File: src/rtl/ob_arb.sv
`default_nettype none
`ifndef PKTW
`define PKTW 9
`endif
// +----------------------------------------------------------------------+
// | ob_arb : round-robin output-port arbiter with flit forwarding        |
// | rev 1.0                                                              |
// +----------------------------------------------------------------------+
module ob_arb #(
  parameter int TMO = 64,
  parameter int CW  = 7
) (
  input  logic             clk,
  input  logic             rst,
  input  logic [3:0]       req,
  input  logic [`PKTW:0]   pkt0,
  input  logic [`PKTW:0]   pkt1,
  input  logic [`PKTW:0]   pkt2,
  input  logic [`PKTW:0]   pkt3,
  input  logic             full,
  output logic [3:0]       ack,
  output logic [1:0]       sel,
  output logic [`PKTW:0]   pkto,
  output logic             busy,
  output logic             err
);

  localparam int              FW      = `PKTW + 1;
  localparam logic [1:0]      T_TAIL  = 2'b11;
  localparam logic [CW-1:0]   WD_LAST = CW'(TMO - 1);

  typedef enum logic [0:0] {
    S_IDLE = 1'b0,
    S_BUSY = 1'b1
  } state_t;

  state_t          state, state_nx;
  logic [1:0]      ptr, ptr_nx;
  logic [CW-1:0]   wd, wd_nx;
  logic [3:0]      ack_nx;
  logic [1:0]      sel_nx;
  logic [FW-1:0]   pkto_nx;
  logic            busy_nx;
  logic            err_nx;
  logic [FW-1:0]   cur;
  logic [1:0]      win;
  logic [1:0]      idx;

  always_comb begin
    case (sel)
      2'd0:    cur = pkt0;
      2'd1:    cur = pkt1;
      2'd2:    cur = pkt2;
      default: cur = pkt3;
    endcase
  end

  // Scan from the far end back toward ptr so the nearest requester is written last.
  always_comb begin
    win = ptr;
    idx = ptr;
    for (int k = 3; k >= 0; k--) begin
      idx = ptr + 2'(k);
      if (req[idx]) win = idx;
    end
  end

  always_comb begin
    state_nx = state;
    ptr_nx   = ptr;
    wd_nx    = wd;
    ack_nx   = 4'b0000;
    sel_nx   = sel;
    pkto_nx  = pkto;
    busy_nx  = busy;
    err_nx   = 1'b0;
    case (state)
      S_IDLE: begin
        pkto_nx = '0;
        if (|req && !full) begin
          ack_nx   = 4'b0001 << win;
          sel_nx   = win;
          state_nx = S_BUSY;
          busy_nx  = 1'b1;
          wd_nx    = '0;
        end
      end
      default: begin
        pkto_nx = cur;
        wd_nx   = wd + 1'b1;
        // A tail on the timeout edge still counts as a clean release.
        if (cur[FW-1:FW-2] == T_TAIL) begin
          state_nx = S_IDLE;
          busy_nx  = 1'b0;
          ptr_nx   = sel + 2'd1;
        end else if (wd == WD_LAST) begin
          state_nx = S_IDLE;
          busy_nx  = 1'b0;
          ptr_nx   = sel + 2'd1;
          pkto_nx  = '0;
          err_nx   = 1'b1;
        end
      end
    endcase
  end

  always_ff @(posedge clk or negedge rst) begin
    if (!rst) begin
      state <= S_IDLE;
      ptr   <= 2'd0;
      wd    <= '0;
      ack   <= 4'b0000;
      sel   <= 2'd0;
      pkto  <= '0;
      busy  <= 1'b0;
      err   <= 1'b0;
    end else begin
      state <= state_nx;
      ptr   <= ptr_nx;
      wd    <= wd_nx;
      ack   <= ack_nx;
      sel   <= sel_nx;
      pkto  <= pkto_nx;
      busy  <= busy_nx;
      err   <= err_nx;
    end
  end

endmodule
`default_nettype wire

File: config.mk
export PLATFORM = sky130hd
export DESIGN_NAME = ob_arb
export DESIGN_NICKNAME = d
export VERILOG_FILES = /design/src/rtl/ob_arb.sv
export SDC_FILE = /design/constraint.sdc
export NUM_CORES = 1
export LEC_CHECK = 0
export ABC_AREA = 1
export CAP_MARGIN = 30
export CORE_MARGIN = 2
export CORE_UTILIZATION = 46
export CTS_CLUSTER_SIZE = 16
export DETAILED_ROUTE_END_ITERATION = 8
export GPL_TIMING_DRIVEN = 0
export PLACE_DENSITY = 0.95
export RECOVER_POWER = 100
export SYNTH_ARGS = -nofsm -noshare
export SYNTH_HDL_FRONTEND = slang
export SYNTH_SLANG_ARGS = --single-unit
File: constraint.sdc
create_clock -name clk -period 2.95 [get_ports clk]
set_input_delay 0.295 -clock clk [delete_from_list [all_inputs] [get_ports clk]]
set_output_delay 0.295 -clock clk [all_outputs]
set_load 0.02 [all_outputs]
### Word level (Yosys, flattened, before mapping)

Cells that the tools add are included.

* add/sub/neg operators: 5
* magnitude comparators: 4
* equality and inequality tests: 5
* shift-type cells: 1
* multiplexer cells: 33
* bitwise logic cells: 1
* reduce and logical (&&, ||, !) cells: 9

Operator list (number)
* two-way mux 10 bit: 3
* one-hot mux 10 bit (3 select lines): 1
* two-way mux 1 bit: 15
* two-way mux 7 bit: 2
* < comparator 2 x 3 -> 1 bit (second input constant): 4
* two-way mux 2 bit: 6
* binary-select mux 1 bit (select 2 bit): 4
* two-way mux 4 bit: 2
* adder 7 x 1 -> 7 bit (second input constant): 1
* equality test 7 x 6 -> 1 bit (second input constant): 1
* AND reduction 2 bit: 3
* adder 2 x 1 -> 2 bit (second input constant): 2
* adder 2 bit (second input constant): 2
* equality test 2 bit (second input constant): 2
* nonzero test 2 bit: 2
* OR reduction 4 bit: 1
* << shifter 1 x 2 -> 4 bit (first input constant): 1
* inequality test 3 x 1 -> 1 bit (second input constant): 1
* equality test 2 x 1 -> 1 bit (second input constant): 1
* zero test 2 bit: 1
* logical AND 1 bit: 1
* zero test 1 bit: 1
* NOT 1 bit: 1

* register bits after elaboration: 28
* input bits: 47
* output and inout bits: 18
* word-level logic and storage cells: 66

### Longest topological paths before layout

* depth after elaboration: 10
* depth in mapped cells: 13
* depth with buffers taken out: 12

### Worst setup path after synthesis

OpenSTA, ideal clock, no wires.

* path type: reg2reg
* from: reg sel[0]
* to: reg pkto[0]
* setup time: 0.131 ns
* data arrival time: 1.576 ns
* data required time: 2.819 ns
* setup slack: 1.243 ns
* cell stages (with the launch flop): 12
* path buffers: 1
* clock period less this slack: 1.707 ns
* cells stage by stage: dfrtp_1 > inv_1 > ha_1 > buf_4 > nand2_1 > nand2_1 > o22ai_1 > inv_1 > nand2_1 > nand2_1 > inv_2 > nor3_1

* cells in the longest elaborated chain, start to end: 5
* elaborated cells on any way between the ends: 8
* classes of those cells: eq/ne (3); mux (4); reduce/logical (1)

RTL lines
* from (decl): line 22 `output logic [1:0] sel,`
* from (signal assigned): line 122 `sel <= sel_nx;`
* equality test 2 bit, or another cell as far along: line 50 `case (sel)`
* one-hot mux 10 bit (3 select lines) (*): line 50
* equality test 2 bit or two-way mux 10 bit (tied branches): line 92, 96
* two-way mux 10 bit (*): line 92 `if (cur[FW-1:FW-2] == T_TAIL) begin`
* two-way mux 10 bit (*): line 77 `case (state)`
* net pkto_nx[0]: line 42 `logic [FW-1:0] pkto_nx;`
* to (signal assigned): line 123 `pkto <= pkto_nx;`
* to (decl): line 23 `` output logic [`PKTW:0] pkto, ``

Mark *: on every way through the listed nets, which the timed path passes. The rest lies on a longest branch.
A chain may end at the register's enable or synchronous reset.

### Final worst setup path

Same ends and word-level chain as after synthesis.

==> out/metrics.yaml <==
status: "completed"
leakage_nw: 1.148
finalSetupTns_ns: 0
synth_area_leaders: "dfrtp_1 (43%), nand2_1 (16%), a221oi_1 (4.3%)"
p_sw_mw: 0.9115
avgSynthCellArea_um2: 7.760
via_per_inst: 5.127
synth_nets: 260
placed_cells: 319
cts_tree: "yes"
numCtsBuffers: 3
crit_fanout: 10
dp_hpwl_mm: 3.309
finalSetupViolCount: 0
synth_top_cell_area_share: 0.4341
first_pass_iters: 4
p_clk_frac: 0.080
grt_start_max_net_pins: 16
final_cell_mix: "nand2_1 (71), clkdlybuf4s50_1 (44), dfrtp_1 (28)"
drt_wl_total_mm: 4.096
rsz0062_at_grt: "no"
critPathCaptureType: "flop"
maxCapViolations: 0
worst_slack_ns: 0.8173
hold_violations: 0
power_frac_seq: 0.310
ant_nets: 0
final_common_cell: "nand2_1"
die_h_um: 63.24
std_cell_rows: 21
drc: 0
slew_violations: 0
path_clk_slew_ns: 0.14
slew_headroom: 0.4595
finalCriticalPeriod_ns: 2.133
port-buffer-count: 64
p_per_area_nw_per_um2: 858.1
criticalPathCategory: "flop to flop"
yosysSeqAreaShare: 0.4341
wl_per_cell_um: 12.72
dp_slack_ns: 1.056
skew_ns: 0.0008656
cts_sinks: 28
post-route-period-util: 0.7230
fillers: 292
seqCellArea_um2: 700.7
syn_inst: 208
tightest_slew_ns: 0.8108
start_kind: "flop"
drtIter0Drc: 72
totalPowerFinal_mw: 1.982
cts_setup_buffers: 0
stdcell_count: 322
grt_pass1_vias: 1610
synth.cell_area_um2: 1614
initial_utilization: 0.4799
switching_share: 0.4599
num_antenna_cells: 0
fin_nets: 330
clk-insertion-delay-late_ns: 0.33
synth_top_cell_by_area: "dfrtp_1"
die_w_um: 63.24
finish.utilization: 0.6868
required_ns: 3.18
htree_num_levels: 1
min_path_type: "input port to asynchronous set/reset pin"
core_area_um2: 3363
grt_pass1_wl_mm: 6.858
die-area_um2: 3999
vdd_ir_drop_max_uv: 410.5
cts-resized-gates: 0
arrival_ns: 2.36
place_congestion: 0.8676
cts_buffer_depth: 2
cts_hold_buf: 0
p_comb_frac: 0.610
grt_antenna_before_repair: 0
vias: 1651
synth.distinct_cells: 25
p_int_mw: 1.070
grt-ovfl-total: 0
syn2layout_area_growth_pct: 43.10
ys_ff_latch: 28
drive_gt1_frac: 0.04710
io_pins: 65
multiInputGateArea_um2: 748.2
grt_usage: 0.2173
root_buffer: "clkbuf_4"
fmax_mhz: 468.9
yosys_warnings: 0
cells in the mapped netlist:
| library cell | n |
|---|---|
| a21oi_1 | 5 |
| dfrtp_1 | 28 |
| nand2_2 | 5 |
| o22ai_1 | 3 |
| inv_1 | 16 |
| nor3_1 | 8 |
| nor2_4 | 1 |
| nand3_1 | 14 |
| nand2_1 | 68 |
| a211oi_1 | 2 |
| clkbuf_1 | 2 |
| inv_2 | 4 |
| buf_6 | 3 |
| nand3b_1 | 1 |
| xor2_1 | 1 |
| a31o_2 | 1 |
| o21ai_0 | 13 |
| a221oi_1 | 8 |
| nand3_2 | 2 |
| inv_6 | 1 |
| buf_4 | 2 |
| ha_1 | 5 |
| o21ai_1 | 3 |
| o21a_1 | 1 |
| nor2_1 | 11 |
final cells by class:
cell class                 count  area share
multi-input combinational    152      0.3239
sequential                    28      0.3034
timing repair buffer          65      0.2790
inverter                      21     0.03629
tap                           46     0.02492
buffer                         7     0.02275
clock buffer                   3    0.009751
through the flow:
step | hold WS, ns | instance area, um^2
global placement | 0.4707 | 2312
finish | 0.3763 | 2310
floorplan | -0.0005911 | 1614
global route | 0.4135 | 2310
CTS | 0.3506 | 2350
detailed placement | 0.4714 | 2327
per-layer routing:
layer  track usage  wire length, um  share of wire
met5             0                0              0
met4       0.09239               68          0.017
met3       0.03571              278          0.068
met2        0.3910             2083           0.51
met1        0.2552             1665           0.41
state kept, by name, summed over array words and instances, names as in the netlist:
register,flops
state,1
err,1
pkto,10
sel,2
wd,7
busy,1
ptr,2
ack,4
cell families (layout without fill, tap and decap cells):
| kind of cell | count (synthesis) | after routing | share of synthesized area |
|---|---|---|---|
| AND/OR/NAND/NOR | 110 | 110 | 0.2954 |
| buffers and inverters | 28 | 96 | 0.08682 |
| XOR/XNOR | 1 | 1 | 0.005427 |
| flip-flops | 28 | 28 | 0.4341 |
| AO/OA/AOI/OAI | 36 | 36 | 0.1395 |
| adder cells (fa/ha/maj) | 5 | 5 | 0.03876 |
path summary, 6_finish.rpt:
path / startpoint / end / slack [ns] / depth (start not counted)
min in group clk: wd[5] / wd[5] / 0.49 / 1
worst min register to register: wd[5] / wd[5] / 0.49 / 1
worst min-delay path: rst / ack[2] / 0.38 / 1
max in group asynchronous: rst / pkto[2] / 1.46 / 2
worst max register to register: sel[0] / pkto[0] / 0.82 / 11
worst max-delay path: sel[0] / pkto[0] / 0.82 / 11
worst max-delay path, cell delays in order (launching register included):
cell	delay (ns)
dfrtp_1	0.46
inv_1	0.10
ha_1	0.21
clkbuf_1	0.23
nand2_1	0.11
nand2_1	0.05
o22ai_1	0.28
inv_1	0.10
nand2_1	0.09
nand2_1	0.06
inv_1	0.24
nor3_1	0.09
power by group through the flow:
stage	Sequential, mW	Combinational, mW	Clock (mW)
2_1_floorplan	0.731	0.736	0
3_3_place_gp	0.625	1.23	0
5_1_grt	0.633	1.35	0.174
3_5_place_dp	0.632	1.27	0
6_report	0.614	1.21	0.159
4_1_cts	0.624	1.28	0.158
No activity file was read; power rests on OpenSTA's default activity.
